==> src/rtl/pipe_alu.sv <==
// Handshaked multi-cycle ALU: add/sub in one cycle, shift-add multiply over WIDTH cycles.
// Define ALU_DIV_EN to add opcode 4'b0100, an unsigned restoring divide over WIDTH cycles.
module pipe_alu #(
  parameter int WIDTH = 8
) (
  input  logic                 clk,
  input  logic                 rst_n,
  input  logic                 in_valid,
  output logic                 in_ready,
  input  logic [3:0]           opcode,
  input  logic [WIDTH-1:0]     a,
  input  logic [WIDTH-1:0]     b,
  output logic                 out_valid,
  input  logic                 out_ready,
  output logic [2*WIDTH-1:0]   result,
  output logic                 err
);

  localparam int CW = (WIDTH > 2) ? $clog2(WIDTH) : 1;
  localparam logic [CW-1:0] LAST = CW'(WIDTH - 1);

`ifdef ALU_DIV_EN
  typedef enum logic [1:0] {IDLE = 2'd0, MUL = 2'd1, DIV = 2'd2, DONE = 2'd3} state_t;
`else
  typedef enum logic [1:0] {IDLE = 2'd0, MUL = 2'd1, DONE = 2'd3} state_t;
`endif

  state_t               state;
  logic [CW-1:0]        cnt;
  logic [2*WIDTH-1:0]   mcand;
  logic [WIDTH-1:0]     mplier;
  logic [2*WIDTH-1:0]   acc;
  logic [2*WIDTH-1:0]   mul_sum;

  assign in_ready = (state == IDLE);
  assign mul_sum  = acc + (mplier[0] ? mcand : '0);

`ifdef ALU_DIV_EN
  logic [WIDTH-1:0]     quo;
  logic [WIDTH-1:0]     rem;
  logic [WIDTH-1:0]     divisor;
  logic [WIDTH:0]       div_shift;
  logic [WIDTH:0]       div_diff;
  logic                 div_fits;
  logic [WIDTH-1:0]     rem_next;
  logic [WIDTH-1:0]     quo_next;

  // A clear borrow bit in the trial subtraction means the divisor fits this step.
  always_comb begin
    div_shift = {rem, quo[WIDTH-1]};
    div_diff  = div_shift - {1'b0, divisor};
    div_fits  = ~div_diff[WIDTH];
    rem_next  = div_fits ? div_diff[WIDTH-1:0] : div_shift[WIDTH-1:0];
    quo_next  = {quo[WIDTH-2:0], div_fits};
  end
`endif

  always_ff @(posedge clk or negedge rst_n) begin
    if (!rst_n) begin
      state     <= IDLE;
      out_valid <= 1'b0;
      result    <= '0;
      err       <= 1'b0;
      cnt       <= '0;
      mcand     <= '0;
      mplier    <= '0;
      acc       <= '0;
`ifdef ALU_DIV_EN
      quo       <= '0;
      rem       <= '0;
      divisor   <= '0;
`endif
    end else begin
      case (state)
        IDLE: begin
          if (in_valid) begin
            cnt <= '0;
            case (opcode)
              4'b0001: begin
                result    <= {{WIDTH{1'b0}}, a} + {{WIDTH{1'b0}}, b};
                err       <= 1'b0;
                out_valid <= 1'b1;
                state     <= DONE;
              end
              4'b0010: begin
                result    <= {{WIDTH{1'b0}}, a} - {{WIDTH{1'b0}}, b};
                err       <= 1'b0;
                out_valid <= 1'b1;
                state     <= DONE;
              end
              4'b0011: begin
                mcand  <= {{WIDTH{1'b0}}, a};
                mplier <= b;
                acc    <= '0;
                state  <= MUL;
              end
`ifdef ALU_DIV_EN
              4'b0100: begin
                if (b == '0) begin
                  result    <= {a, {WIDTH{1'b1}}};
                  err       <= 1'b1;
                  out_valid <= 1'b1;
                  state     <= DONE;
                end else begin
                  quo     <= a;
                  rem     <= '0;
                  divisor <= b;
                  state   <= DIV;
                end
              end
`endif
              default: begin
                result    <= '0;
                err       <= 1'b1;
                out_valid <= 1'b1;
                state     <= DONE;
              end
            endcase
          end
        end
        MUL: begin
          acc    <= mul_sum;
          mcand  <= mcand << 1;
          mplier <= mplier >> 1;
          cnt    <= cnt + 1'b1;
          if (cnt == LAST) begin
            result    <= mul_sum;
            err       <= 1'b0;
            out_valid <= 1'b1;
            state     <= DONE;
          end
        end
`ifdef ALU_DIV_EN
        DIV: begin
          quo <= quo_next;
          rem <= rem_next;
          cnt <= cnt + 1'b1;
          if (cnt == LAST) begin
            result    <= {rem_next, quo_next};
            err       <= 1'b0;
            out_valid <= 1'b1;
            state     <= DONE;
          end
        end
`endif
        DONE: begin
          if (out_ready) begin
            out_valid <= 1'b0;
            state     <= IDLE;
          end
        end
        default: state <= IDLE;
      endcase
    end
  end

endmodule
==> config.mk <==
export PLATFORM = sky130hd
export DESIGN_NAME = pipe_alu
export DESIGN_NICKNAME = d
export VERILOG_FILES = /design/src/rtl/pipe_alu.sv
export SDC_FILE = /design/constraint.sdc
export NUM_CORES = 1
export LEC_CHECK = 0
export BUFFER_PORTS_ARGS = -buffer_cell sky130_fd_sc_hd__clkbuf_2
export CAP_MARGIN = 5
export CORE_UTILIZATION = 25
export DETAILED_ROUTE_END_ITERATION = 16
export GPL_TIMING_DRIVEN = 0
export REMOVE_ABC_BUFFERS = 1
export SYNTH_ARGS = -nofsm -noshare
export SYNTH_HDL_FRONTEND = slang
export SYNTH_SLANG_ARGS = --single-unit
==> constraint.sdc <==
create_clock -name clk -period 3.5 [get_ports clk]
set_clock_uncertainty 0.2 [all_clocks]
set_input_delay 0 -clock clk [delete_from_list [all_inputs] [get_ports clk]]
set_output_delay 0 -clock clk [all_outputs]
set_load 0.1 [all_outputs]
[Word-level counts from Yosys, hierarchy flattened]
Cells that the tools add are included.
Storage, ports and cells
  register bits after elaboration: 63
  input port bits: 24
  word-level logic and storage cells: 62
  output and inout port bits: 19
Operators by class
  equality and inequality tests: 11
  muxes and demuxes: 30
  add/subtract/negate cells: 4
  reduce and logical (&&, ||, !) cells: 9
Operators by type and width (number)
  16-bit two-way mux: 7
  16-bit one-hot mux with 2 select lines: 3
  16-bit one-hot mux with 3 select lines: 1
  16-bit adder: 1
  8-bit two-way mux: 2
  8-bit one-hot mux with 2 select lines: 1
  8-bit by 8-bit adder with 9-bit output: 1
  8-bit by 8-bit subtractor with 9-bit output: 1
  4-bit by 2-bit == test with 1-bit output (second input constant): 2
  2-bit two-way mux: 4
  2-bit inequality test (second input constant): 4
  1-bit two-way mux: 6
  2-bit one-hot mux with 3 select lines: 1
  3-bit one-hot mux with 2 select lines: 1
  3-bit AND reduction: 2
  5-bit AND reduction: 1
  4-bit by 1-bit == test with 1-bit output (second input constant): 1
  1-bit one-hot mux with 2 select lines: 2
  4-bit AND reduction: 1
  3-bit by 1-bit adder with 3-bit output (second input constant): 1
  3-bit == test (second input constant): 1
  3-bit two-way mux: 1
  1-bit one-hot mux with 3 select lines: 1
  3-bit nonzero test: 1
  other kinds (7): 7

[Logic depth before layout (Yosys ltp)]
Gate-level depths: netlist (run 1).
  depth after elaboration: 5
  gate-level depth with buffers: 10
  mapped depth without buffers: 9

[Worst setup path before layout (run 1)]
OpenSTA, ideal clock, no wires.
  kind: reg2reg
  start point: reg mplier[0]
  end point: reg acc[13]
  path slack: 805 ps
  path buffers: 1
  required time: 3166 ps
  library setup time: 134 ps
  clock period less this slack: 2695 ps
  arrival time: 2362 ps
  stages on the path, launching flop included: 10
  cells stage by stage: dfrtp_1 -> clkbuf_1 -> and2_1 -> ha_1 -> and2_4 -> a221oi_2 -> a21oi_2 -> or3_4 -> a311oi_2 -> o31ai_1
On the way
  cells in the longest elaborated chain, start to end: 3
Ends and longest elaborated chain
  from (decl): line 31  | logic [WIDTH-1:0] mplier;
  from (signal assigned): line 124  | mplier <= mplier >> 1;
  16-bit two-way mux: line 36  | assign mul_sum = acc + (mplier[0] ? mcand : '0);
  16-bit adder: line 36
  16-bit one-hot mux with 2 select lines: line 74  | case (state)
  to (signal assigned): line 122  | acc <= mul_sum;
  to (decl): line 32  | logic [2*WIDTH-1:0] acc;
No other way between the ends.
A chain may end at the register's enable or synchronous reset.

[Worst setup path after layout (run 1)]
  start point: reg mplier[0]
  end point: reg result[12]
On the way
  cells in the longest elaborated chain, start to end: 4
Ends and longest elaborated chain
  16-bit two-way mux: line 36
  16-bit adder: line 36
  16-bit two-way mux: line 126  | if (cnt == LAST) begin
  16-bit one-hot mux with 2 select lines: line 74
  to (signal assigned): line 80  | result <= {{WIDTH{1'b0}}, a} + {{WIDTH{1'b0}}, b};
  to (signal assigned): line 86  | result <= {{WIDTH{1'b0}}, a} - {{WIDTH{1'b0}}, b};
  to (signal assigned): line 127  | result <= mul_sum;
  to (decl): line 15  | output logic [2*WIDTH-1:0] result,
No other way between the ends. The select of a mux whose other input is x is not followed.

==> results of run 1 <==
[cells in the final DEF, fill, tap and decap left out, drive strengths merged, types with 4 or more instances in the layout]
master / Yosys / routed
nand4: 4 / 4
nor4: 4 / 4
and2: 18 / 18
o31ai: 5 / 5
buf: 7 / 4
o221ai: 4 / 4
xnor2: 4 / 4
a31oi: 21 / 21
o21a: 8 / 8
a21o: 9 / 9
dlygate4sd3: 0 / 20
inv: 17 / 17
dfrtp: 63 / 63
o21ai: 25 / 25
nor2b: 8 / 8
nand2: 78 / 78
nand3: 8 / 8
nor2: 43 / 43
ha: 34 / 34
nor4b: 4 / 4
xor2: 6 / 6
clkbuf: 16 / 52
nor3: 10 / 10
a22o: 15 / 15
o211ai: 6 / 6
nand2b: 4 / 4
a21oi: 24 / 24
[sequential cells by signal, indices dropped and copies added (netlist names)]
signal     count
err            1
result        16
acc           16
out_valid      1
state          2
mplier         8
mcand         16
cnt            3
[cell families after synthesis]
kind of cell / Yosys count
simple gates: 192
mux: 1
fa+ha+maj: 37
compound gates: 143
flops: 63
buf+inv: 40
xor+xnor: 10
[worst min-delay path by stage]
stage,cells after the start,end
3_3_place_gp,2,state[1]
2_1_floorplan,0,acc[0]
5_1_grt,3,err
6_report,3,err
4_1_cts,3,err
3_5_place_dp,2,result[8]
[report_power, final]
group          internal (uW)  switching [uW]
clock network            614             329
logic                   1140            2250
registers               1110             261
total                   2870            2840
[per-layer routing]
metal | GRT usage [%] | vias to the layer above | part of all wire [%]
met2 | 21.73 | 88 | 46
li1 | - | 1871 | -
met1 | 17.23 | 1722 | 46
met3 | 1.877 | 26 | 4.4
met4 | 9.195 | 0 | 3.6
met5 | 0 | - | 0
[cell type report]
cell class	instances	share of cell area, %
clock inverters	4	1.384
inverters	17	1.217
multi-input cells	383	48.42
clock buffers	10	4.368
repair buffers	66	9.284
well taps	220	5.251
flip-flops and latches	63	30.07
[repair_timing]
| item | in CTS | in global routing |
|---|---|---|
| endpoints found under the hold margin | 88 | 0 |
| buffers inserted | 0 | 0 |
| hold buffers | 20 | 0 |
| setup endpoints to repair | 0 | 0 |
[per-stage QoR]
| stage | cell area (um^2) | TNS (ns) | hold slack (ns) | std cells | setup WS (ns) |
|---|---|---|---|---|---|
| 6_report | 5243 | 0 | -0.006606 | 763 | 0.2742 |
| 3_3_place_gp | 4653 | -23.24 | 0.002338 | 725 | -1.327 |
| 4_1_cts | 5243 | 0 | 0.004078 | 763 | 0.2285 |
| 5_1_grt | 5243 | 0 | 0.02236 | 763 | 0.05186 |
| 2_1_floorplan | 4168 | 0 | -0.4956 | 463 | 0.1970 |
| 3_5_place_dp | 4741 | 0 | -0.1417 | 729 | 0.2534 |
[cells in the mapped netlist (5+ instances only)]
cell type,count
o21a_1,8
nand3_1,8
a31oi_1,21
and2_1,17
nor3_1,10
xor2_1,6
nand2_1,78
nor2b_1,8
a22o_1,15
o21ai_0,20
a21o_1,9
ha_1,34
o211ai_1,6
clkbuf_1,16
o31ai_1,5
dfrtp_1,63
inv_1,17
nor2_1,42
o21ai_1,5
a21oi_1,23
[critical path, stage by stage (launching register included)]
cell     delay [ns]
dfrtp_1        0.57
and2_1         0.24
ha_1           0.20
fa_1           0.43
a211o_1        0.30
a21oi_1        0.26
o21ai_1        0.19
nor4b_1        0.18
nor3_1         0.41
a21oi_1        0.12
==> metrics.log, run 1 <==
[metrics] result of the run: finished with violations
[metrics] failing checks: negative hold slack
[metrics] number of nets in the layout: 601
[metrics] critical path data arrival time: approximately 3.2 ns
[metrics] first-pass detailed-route iteration total: 4
[metrics] Chip Height: between 100 and 150 um
[metrics] share of final-layout standard cells stronger than drive strength 1: 13.44%
[metrics] post-synthesis simple-gate area fraction: 21.83%
[metrics] post-synthesis sequential element count: 63
[metrics] Initial Util: roughly 26%
[metrics] startpoint of the most critical register-to-register path: mplier[0]
[metrics] area of the core: 0.01658 mm^2
[metrics] global-route wire length before repair: between 15 and 20 mm
[metrics] sequential share of the synthesized area: 37.02%
[metrics] share of synthesized area spent on multiplexers: 0.2350%
[metrics] tightest hold margin: -0.006606 ns
[metrics] depth of the CTS H-tree: 3
[metrics] share of the synthesized area in compound gates (AO/OA/AOI/OAI): 23.82%
[metrics] Final ANT Viol Nets: 0
[metrics] post-synthesis share of cell area spent on full adders, half adders and majority gates: 11.40%
[metrics] upper clock frequency limit: 0.3100 GHz
[metrics] total global routing track utilization: 13.65%
[metrics] fraction of synthesis flops using an asynchronous set or reset pin: 100.0%
[metrics] max-slew violation count: 0
[metrics] Relative slew margins: 14.39%
[metrics] total power draw: 5711 uW
[metrics] Avg Inst Size Synth: 8.764 um^2
[metrics] worst-path maximum fanout: 17
[metrics] Period Utilization, post-route: 92.16%
[metrics] largest net degree at the start of global routing: 64
[metrics] clock-pin slew on the worst setup and hold paths: 0.05 ns
[metrics] number of warnings reported in the yosys synthesis log: 0
[metrics] measured slew at the worst slew-check pin: roughly 1.3 ns
[metrics] kind of end point of the critical path: register
[metrics] clock period minus worst slack: 3.226 ns
[metrics] most used flip-flop cell after synthesis: dfrtp_1
[metrics] Sequential Area: around 0.0016 mm^2
[metrics] endpoint of the worst setup timing path: result[12]
[metrics] number of enable flip-flop cells after synthesis: 0
[metrics] clk sink count: 63
[metrics] Final Routed Wirelength: 11.15 mm
[metrics] DRC violation count after routing: 0
[metrics] peak supply drop: 0.6047 mV
[metrics] worst skew pair latency: 0.34 ns
[metrics] static leakage: approximately 0.0024 uW
[metrics] die area: 0.01756 mm^2
[metrics] biggest area contributors in the synthesized netlist: dfrtp_1, ha_1, nand2_1, nor2_1, a22o_1
[metrics] TritonCTS clock tree: done
[metrics] I/O pins: between 40 and 50
[metrics] Core Rows: 47
[metrics] Vias: ~3700
[metrics] Detail Placement HPWL: around 8.0 mm
[metrics] Critical Path Source Type: register
[metrics] Yosys top cell area share: 37.02%
[metrics] Power per Cell Area: 1089 mW/mm^2
[metrics] beginning of the critical path: mplier[0]
[metrics] maxcap violations: 0
[metrics] setup-violating endpoint count in the final report: 0
[metrics] signed area change from the synthesized netlist to the final layout: 23.09%
[metrics] cts repair resizes: 0
[metrics] Iteration-0 DRC Markers: 187
[metrics] reg-to-reg setup timing slack: 0.27 ns
[metrics] Ant. Diodes: 0
[metrics] dominant combinational cell family by area after synthesis: compound AO/OA/AOI/OAI gates
[metrics] multi-input gate area in the final layout: 0.002539 mm^2
[metrics] Worst Path Class, Setup: register to register
[metrics] xor and xnor area share after synthesis: around 2.1%
[metrics] overall die width: ~130 um
[metrics] number of global-route vias before repair: about 3700
[metrics] clock tree buffer depth: 2
[metrics] count of endpoints failing hold in the final timing report: 1
[metrics] Critical R2R Capture: result[12]
[metrics] Worst Hold Class: primary input to register
[metrics] CTS buffer count: 9
[metrics] Root Buffer Master: clkbuf_16
[metrics] synth unique cells: 59
[metrics] RSZ-0062 raised after global routing: no
[metrics] final global-route overflow total: 0
[metrics] drt via density: between 4 and 5
[metrics] # port buffers: 42
[metrics] critical path data required time: approximately 3.5 ns
[metrics] cell count after synthesis: just under 500
[metrics] cells on worst reg2reg path: 9
[metrics] global placer's final weighted congestion: around 0.85
[metrics] drt wl/cell: 14.61 um
[metrics] initial antenna violation count: 0
[metrics] number of filler instances in the final layout: ~1800
[metrics] Post-Syn Area: 0.004259 mm^2
[metrics] utilization after layout: roughly a third
[metrics] largest area contributor in the synthesized netlist: dfrtp_1
[metrics] hold path startpoint: opcode[2]
(Power assumes the default switching activity.)
==> run 2, diff against run 1 <==
Settings changed: SETUP_SLACK_MARGIN set to 0.3.
==> run 2 against run 1 <==
Compared with the run above:
- the run still ends with negative hold slack left
- final cell count unchanged
- core utilization up 0.075 points
- flip-flop and latch count unchanged
- critical path depth unchanged
- sequential power about the same
- critical path type unchanged
- largest power group unchanged
==> metrics.log, run 2 (synthesis gave the netlist of run 1 again) <==
[metrics] largest net degree at the start of global routing: 64 (unchanged)
[metrics] peak supply drop: 0.6054 mV (was 0.6047 mV)
[metrics] # port buffers: 42 (unchanged)
[metrics] Critical Path Source Type: register (unchanged)
[metrics] drt via density: 4.860 (was 4.858)
[metrics] clock tree buffer depth: 2 (unchanged)
[metrics] global placer's final weighted congestion: 0.8495 (unchanged)
[metrics] total global routing track utilization: 13.65% (unchanged)
[metrics] Worst Hold Class: primary input to register (unchanged)
[metrics] commonest non-fill, non-tap cells in the layout: nand2_1, dfrtp_1, nor2_1, clkbuf_2, ha_1 (unchanged)
[metrics] first-pass detailed-route iteration total: 4 (unchanged)
[metrics] Final ANT Viol Nets: 0 (unchanged)
[metrics] depth of the CTS H-tree: 3 (unchanged)
[metrics] Critical R2R Capture: result[14] (was result[12])
[metrics] worst path cell trace: and2_1 -> ha_1 -> fa_1 -> a211o_1 -> a21oi_2 -> o21ai_1 -> o21ai_1 -> mux2i_1 -> a21oi_1 (was and2_1 -> ha_1 -> fa_1 -> a211o_1 -> a21oi_1 -> o21ai_1 -> nor4b_1 -> nor3_1 -> a21oi_1)
[metrics] static leakage: 0.002363 uW (was 0.002362 uW)
[metrics] Root Buffer Master: clkbuf_16 (unchanged)
[metrics] clock-pin slew on the worst setup and hold paths: 0.05 ns (about the same)
[metrics] area of the core: 0.01658 mm^2 (unchanged)
[metrics] Chip Height: 132.5 um (unchanged)
[metrics] I/O pins: 43 (unchanged)
[metrics] final cell area excluding filler cells: 0.005255 mm^2 (was 0.005243 mm^2)
[metrics] cell depth of the worst hold path: 3 (unchanged)
[metrics] tightest hold margin: -0.007643 ns (was -0.006606 ns)
[metrics] Core Rows: 47 (unchanged)
[metrics] Ant. Diodes: 0 (unchanged)
[metrics] die area: 0.01756 mm^2 (unchanged)
[metrics] result of the run: finished with violations (unchanged)
[metrics] number of global-route vias before repair: 3663 (unchanged)
[metrics] RSZ-0062 raised after global routing: no (unchanged)
[metrics] signed area change from the synthesized netlist to the final layout: 23.38% (was 23.09%)
[metrics] reg-to-reg setup timing slack: 0.53 ns (was 0.27 ns)
[metrics] count of endpoints failing hold in the final timing report: 1 (unchanged)
[metrics] total power draw: 5736 uW (was 5711 uW)
[metrics] most common cell after layout, fill and taps aside: nand2_1 (unchanged)
[metrics] Period Utilization, post-route: 84.71% (was 92.16%)
[metrics] Power per Cell Area: 1092 mW/mm^2 (was 1089 mW/mm^2)
[metrics] overall die width: 132.5 um (unchanged)
[metrics] most numerous cell on the critical path: o21ai_1 (was a21oi_1)
[metrics] setup-violating endpoint count in the final report: 0 (unchanged)
[metrics] drt wl/cell: 14.68 um (was 14.61 um)
[metrics] hold path startpoint: opcode[2] (unchanged)
[metrics] kind of end point of the critical path: register (unchanged)
[metrics] peak per-stage delay on the critical path: 0.51 ns (was 0.57 ns)
[metrics] TritonCTS clock tree: done (unchanged)
[metrics] cell with the biggest individual delay on the critical path: dfrtp_2 (was dfrtp_1)
[metrics] number of nets in the layout: 601 (unchanged)
[metrics] DRC violation count after routing: 0 (unchanged)
[metrics] minimum setup slack in the final design: 0.5350 ns (was 0.2742 ns)
[metrics] worst-path maximum fanout: 17 (unchanged)
[metrics] Cell Count, Final, Fillers Out: 763 (unchanged)
[metrics] worst skew pair latency: 0.34 ns (about the same)
[metrics] Worst Path Class, Setup: register to register (unchanged)
[metrics] post-detailed-placement cell area: 0.004741 mm^2 (unchanged)
[metrics] Bufs and invs on worst path: 0 (unchanged)
[metrics] final global-route overflow total: 0 (unchanged)
[metrics] share of final-layout standard cells stronger than drive strength 1: 14.18% (was 13.44%)
[metrics] hold-critical path endpoint: err (unchanged)
[metrics] upper clock frequency limit: 0.3373 GHz (was 0.3100 GHz)
[metrics] global-route wire length before repair: 18.82 mm (unchanged)
[metrics] registers with the most flip-flops: acc x16, mcand x16, result x16 (unchanged)
[metrics] clock period minus worst slack: 2.965 ns (was 3.226 ns)
[metrics] category of cells accounting for the largest share of critical-path delay: compound AO/OA/AOI/OAI gates (unchanged)
[metrics] cells on worst reg2reg path: 9 (unchanged)
[metrics] utilization after layout: 31.69% (was 31.61%)
[metrics] CTS buffer count: 9 (unchanged)
[metrics] number of instances in the placed design: 729 (unchanged)
[metrics] critical path data arrival time: 2.97 ns (was 3.23 ns)
[metrics] Initial Util: 25.68% (unchanged)
[metrics] maxcap violations: 0 (unchanged)
[metrics] critical path data required time: 3.51 ns (about the same)
[metrics] pre-CTS setup slack: 0.2534 ns (unchanged)
[metrics] startpoint of the most critical register-to-register path: mplier[0] (unchanged)
[metrics] measured slew at the worst slew-check pin: 1.035 ns (was 1.284 ns)
[metrics] Iteration-0 DRC Markers: 176 (was 187)
[metrics] Vias: 3708 (was 3707)
[metrics] initial antenna violation count: 0 (unchanged)
[metrics] clk sink count: 63 (unchanged)
[metrics] max-slew violation count: 0 (unchanged)
[metrics] Detail Placement HPWL: 7.981 mm (unchanged)
[metrics] failing checks: negative hold slack (unchanged)
[metrics] Final Routed Wirelength: 11.20 mm (was 11.15 mm)
[metrics] Relative slew margins: 30.94% (was 14.39%)
[run 2: cell count changes in the layout (fill, tap and decap cells not counted)]
cell and delta:
dfrtp_1 -1, dfrtp_2 +1, nor3_2 +1, nor3_1 -1, nand2b_2 +1, a21oi_2 +1
a21oi_1 -1, nand2b_1 -1
[run 2: how the worst max path moves through the flow]
stage / slack (ns) / startpoint / endpoint / depth (start not counted)
floorplan: 0.20 / state[0] / result[3] / 6
global route: 0.36 / mplier[0] / result[14] / 9
detailed placement: 0.25 / mplier[0] / result[12] / 9
CTS: 0.40 / mplier[0] / result[14] / 9
finish: 0.53 / mplier[0] / result[14] / 9
global placement: -1.33 / state[0] / result[3] / 6
[run 2: cell type report]
class	count	area (um^2)
clock buffer	10	229.0
tap	220	275.3
timing repair buffer	66	486.7
sequential	63	1578
clock inverter	4	72.57
multi-input combinational	383	2550
fill	1765	11330
inverter	17	63.81
[run 2: where the power goes]
group / internal, uW / switching (uW)
clock: 614 / 333
sequential: 1120 / 261
combinational: 1150 / 2260
total: 2880 / 2860
[run 2: metal layers]
metal | global-route usage (%) | wire length, um | up-vias
li1 | - | - | 1872
met1 | 17.23 | 5171 | 1735
met2 | 21.73 | 5172 | 79
met3 | 1.877 | 479 | 22
met4 | 9.195 | 376 | 0
met5 | 0 | 0 | -
[run 2: repair_timing]
action	CTS	global route
setup endpoints to repair	3	9
gates resized for setup	2	2
hold buffers	20	0
endpoints found under the hold margin	88	0
pin swaps	0	0
setup buffers	0	0
[run 2: worst reg2reg max path, stage by stage, from the launching register on]
cell and delay, ns:
dfrtp_2 0.51, and2_1 0.19, ha_1 0.20, fa_1 0.43, a211o_1 0.32, a21oi_2 0.20, o21ai_1 0.16, o21ai_1 0.21
mux2i_1 0.31, a21oi_1 0.11
[run 2: stage by stage]
stage | setup TNS, ns | hold slack [ns]
floorplan | 0 | -0.4956
global placement | -23.24 | 0.002338
detailed placement | 0 | -0.1417
CTS | 0 | 0.004079
global route | 0 | 0.02237
finish | 0 | -0.007643
==> run 3, diff against run 2 <==
Settings changed: ABC_AREA set to 1.
Clock period 3.5 ns to 2.5 ns, I/O delays scaled along.
==> run 3 against run 2 <==
Compared with the run above:
- the flow now finishes without violations
- worst setup slack worse by 0.23 ns
- flip-flop and latch count stayed put
- die area is 8.1% higher
- critical path depth up 2
- global-route usage increased by 1.3 points
- synthesized area rose by 8.3%
- core utilization is 2.5 points higher
- register-to-register slack got worse by 0.23 ns
- final cell count up 27%
- worst hold slack better by 0.030 ns
- first-iteration DRC count rose by 26%
- clock-buffer cell count grew 2
==> metrics.log, run 3 <==
[metrics] result of the run: finished clean (was finished with violations)
[metrics] Final Routed Wirelength: 13.42 mm (was 11.20 mm)
[metrics] global-route wire length before repair: 21.54 mm (was 18.82 mm)
[metrics] most used flip-flop cell after synthesis: dfrtp_1 (unchanged)
[metrics] worst path cell trace: clkbuf_16 -> nand2_1 -> inv_1 -> ha_4 -> nand2_1 -> nand3b_1 -> nand2_2 -> nand2_2 -> nand3_1 -> nand3_2 -> a21oi_1 (was and2_1 -> ha_1 -> fa_1 -> a211o_1 -> a21oi_2 -> o21ai_1 -> o21ai_1 -> mux2i_1 -> a21oi_1)
[metrics] signed area change from the synthesized netlist to the final layout: 33.51% (was 23.38%)
[metrics] cell count after synthesis: 660 (was 486)
[metrics] number of nets in the layout: 798 (was 601)
[metrics] Post-Syn Area: 0.004611 mm^2 (was 0.004259 mm^2)
[metrics] drt wl/cell: 13.82 um (was 14.68 um)
[metrics] dominant cell by count in the synthesized netlist: nand2_1 (unchanged)
[metrics] die area: 0.01899 mm^2 (was 0.01756 mm^2)
[metrics] number of global-route vias before repair: 4290 (was 3663)
[metrics] clk sink count: 63 (unchanged)
[metrics] clock tree buffer depth: 2 (unchanged)
[metrics] critical path data arrival time: 2.26 ns (was 2.97 ns)
[metrics] Vias: 4410 (was 3708)
[metrics] synth unique cells: 33 (was 59)
[metrics] reg-to-reg setup timing slack: 0.31 ns (was 0.53 ns)
[metrics] global placer's final weighted congestion: 0.8611 (was 0.8495)
[metrics] post-detailed-placement cell area: 0.005030 mm^2 (was 0.004741 mm^2)
[metrics] TritonCTS clock tree: done (unchanged)
[metrics] Chip Height: 137.8 um (was 132.5 um)
[metrics] largest net degree at the start of global routing: 48 (was 64)
[metrics] sequential share of the synthesized area: 34.19% (was 37.02%)
[metrics] largest area contributor in the synthesized netlist: dfrtp_1 (unchanged)
[metrics] biggest area contributors in the synthesized netlist: dfrtp_1, nand2_1, inv_1, ha_1, nand3_1 (was dfrtp_1, ha_1, nand2_1, nor2_1, a22o_1)
[metrics] category of cells accounting for the largest share of critical-path delay: simple AND/OR/NAND/NOR gates (was compound AO/OA/AOI/OAI gates)
[metrics] Detail Placement HPWL: 8.769 mm (was 7.981 mm)
[metrics] count of endpoints failing hold in the final timing report: 0 (was 1)
[metrics] drt via density: 4.542 (was 4.860)
[metrics] fraction of synthesis flops using an asynchronous set or reset pin: 100.0% (unchanged)
[metrics] I/O pins: 43 (unchanged)
[metrics] RSZ-0062 raised after global routing: yes (was no)
[metrics] worst skew pair latency: 0.34 ns (about the same)
[metrics] Yosys top cell area share: 34.19% (was 37.02%)
[metrics] Bufs and invs on worst path: 2 (was 0)
[metrics] Initial Util: 25.58% (was 25.68%)
[metrics] Critical Path Source Type: register (unchanged)
[metrics] DRC violation count after routing: 0 (unchanged)
[metrics] most common cell after layout, fill and taps aside: nand2_1 (unchanged)
[metrics] kind of end point of the critical path: register (unchanged)
[metrics] maxcap violations: 0 (unchanged)
[metrics] final global-route overflow total: 0 (unchanged)
[metrics] worst-path maximum fanout: 6 (was 17)
[metrics] upper clock frequency limit: 0.4563 GHz (was 0.3373 GHz)
[metrics] Relative slew margins: 45.27% (was 30.94%)
[metrics] depth of the CTS H-tree: 3 (unchanged)
[metrics] setup-violating endpoint count in the final report: 0 (unchanged)
[metrics] cell with the biggest individual delay on the critical path: dfrtp_2 (unchanged)
[metrics] registers with the most flip-flops: acc x16, mcand x16, result x16 (unchanged)
[metrics] Avg Inst Size Synth: 6.986 um^2 (was 8.764 um^2)
[metrics] Period Utilization, post-route: 87.67% (was 84.71%)
[metrics] Iteration-0 DRC Markers: 221 (was 176)
[metrics] final cell area excluding filler cells: 0.006156 mm^2 (was 0.005255 mm^2)
[metrics] measured slew at the worst slew-check pin: 0.8209 ns (was 1.035 ns)
[metrics] Core Rows: 49 (was 47)
[metrics] share of final-layout standard cells stronger than drive strength 1: 22.37% (was 14.18%)
[metrics] utilization after layout: 34.15% (was 31.69%)
[metrics] number of enable flip-flop cells after synthesis: 0 (unchanged)
[metrics] number of warnings reported in the yosys synthesis log: 0 (unchanged)
[metrics] Root Buffer Master: clkbuf_16 (unchanged)
[metrics] commonest non-fill, non-tap cells in the layout: nand2_1, inv_1, dfrtp_1 (was nand2_1, dfrtp_1, nor2_1, clkbuf_2, ha_1)
[metrics] Final ANT Viol Nets: 0 (unchanged)
[metrics] Worst Path Class, Setup: register to register (unchanged)
[metrics] Ant. Diodes: 0 (unchanged)
[metrics] max-slew violation count: 0 (unchanged)
[metrics] # port buffers: 42 (unchanged)
[metrics] total global routing track utilization: 14.98% (was 13.65%)
[metrics] post-synthesis sequential element count: 63 (unchanged)
[metrics] clock-pin slew on the worst setup and hold paths: 0.06 ns (was 0.05 ns)
[metrics] critical path data required time: 2.57 ns (was 3.51 ns)
[metrics] clock period minus worst slack: 2.192 ns (was 2.965 ns)
[metrics] CTS buffer count: 9 (unchanged)
[metrics] overall die width: 137.8 um (was 132.5 um)
[metrics] top post-synthesis cells by count: nand2_1, inv_1, dfrtp_1 (was nand2_1, dfrtp_1, nor2_1)
[metrics] first-pass detailed-route iteration total: 4 (unchanged)
[metrics] area of the core: 0.01802 mm^2 (was 0.01658 mm^2)
[metrics] initial antenna violation count: 0 (unchanged)
[metrics] peak per-stage delay on the critical path: 0.47 ns (was 0.51 ns)
[metrics] Worst Hold Class: primary input to register (unchanged)
[metrics] Final TNS setup: 0 ns (unchanged)
[run 3: cell types whose count changed after synthesis, moves of 8 or more]
cell      delta
o22ai_1     +10
inv_1      +108
and2_1      -15
a21o_1       -8
clkbuf_1    -13
nand3_1     +40
a31oi_1     -17
nor2b_1      -8
nor2_1      +14
a22o_1      -13
o21ai_0     +18
nand2_1     +97
[run 3: logic make-up (layout without fill, tap and decap cells)]
group	after synthesis	after routing	synth area share, %
simple gates	306	309	28.30
xor+xnor	2	2	0.3800
fa+ha+maj	37	37	10.53
compound gates	105	106	13.08
flops	63	63	34.19
buf+inv	147	225	13.51
[run 3: metal layers]
metal	wire [um]	vias up	share of wire, %	track usage, %
met1	6464	2067	48	19.57
li1	-	2251	-	-
met5	0	-	0	0
met4	296	0	2.2	6.220
met3	488	16	3.6	2.870
met2	6172	76	46	24.06
[run 3: final timing paths]
kind | start | depth (start not counted) | end
min in group asynchronous | rst_n | 3 | mplier[1]
worst max register to register | mplier[0] | 11 | result[14]
worst min-delay path | opcode[1] | 7 | result[6]
worst max-delay path | mplier[0] | 11 | result[14]
max in group asynchronous | rst_n | 3 | acc[15]
worst min register to register | cnt[0] | 1 | cnt[0]
[run 3: area by class of cell]
| class | count | area (um^2) |
|---|---|---|
| Inverter | 128 | 480.5 |
| Tap cell | 229 | 286.5 |
| Multi-Input combinational cell | 454 | 2844 |
| Sequential cell | 63 | 1578 |
| Clock inverter | 4 | 70.07 |
| Clock buffer | 12 | 236.5 |
| Timing Repair Buffer | 81 | 660.6 |
| Fill cell | 1945 | 11870 |
[run 3: what timing repair did]
item                       4_1_cts  5_1_grt
gates resized for setup         24       68
gates cloned                     3        2
pin swaps                        5       19
hold buffers                    21        0
hold endpoints to repair        86        0
setup endpoints to repair       55       46
buffers inserted                 5       10
[run 3: worst reg2reg max path, stage by stage (launching register included)]
cell and delay, ns:
dfrtp_2 0.47, clkbuf_16 0.19, nand2_1 0.05, inv_1 0.06, ha_4 0.29, nand2_1 0.09, nand3b_1 0.19, nand2_2 0.15
nand2_2 0.09, nand3_1 0.11, nand3_2 0.09, a21oi_1 0.16
[run 3: per-stage QoR]
step,hold slack (ns),std cells,setup slack [ns]
2_1_floorplan,-0.4956,641,0.2056
3_3_place_gp,0.07853,912,-0.5134
3_5_place_dp,-0.2597,914,-0.3600
4_1_cts,0.01669,959,0.2770
5_1_grt,0.04831,971,0.1629
6_report,0.02204,971,0.3083
Power of run 3 is not shown: default switching activity piles up to over one toggle a cycle in this logic, so the estimate is an artifact.
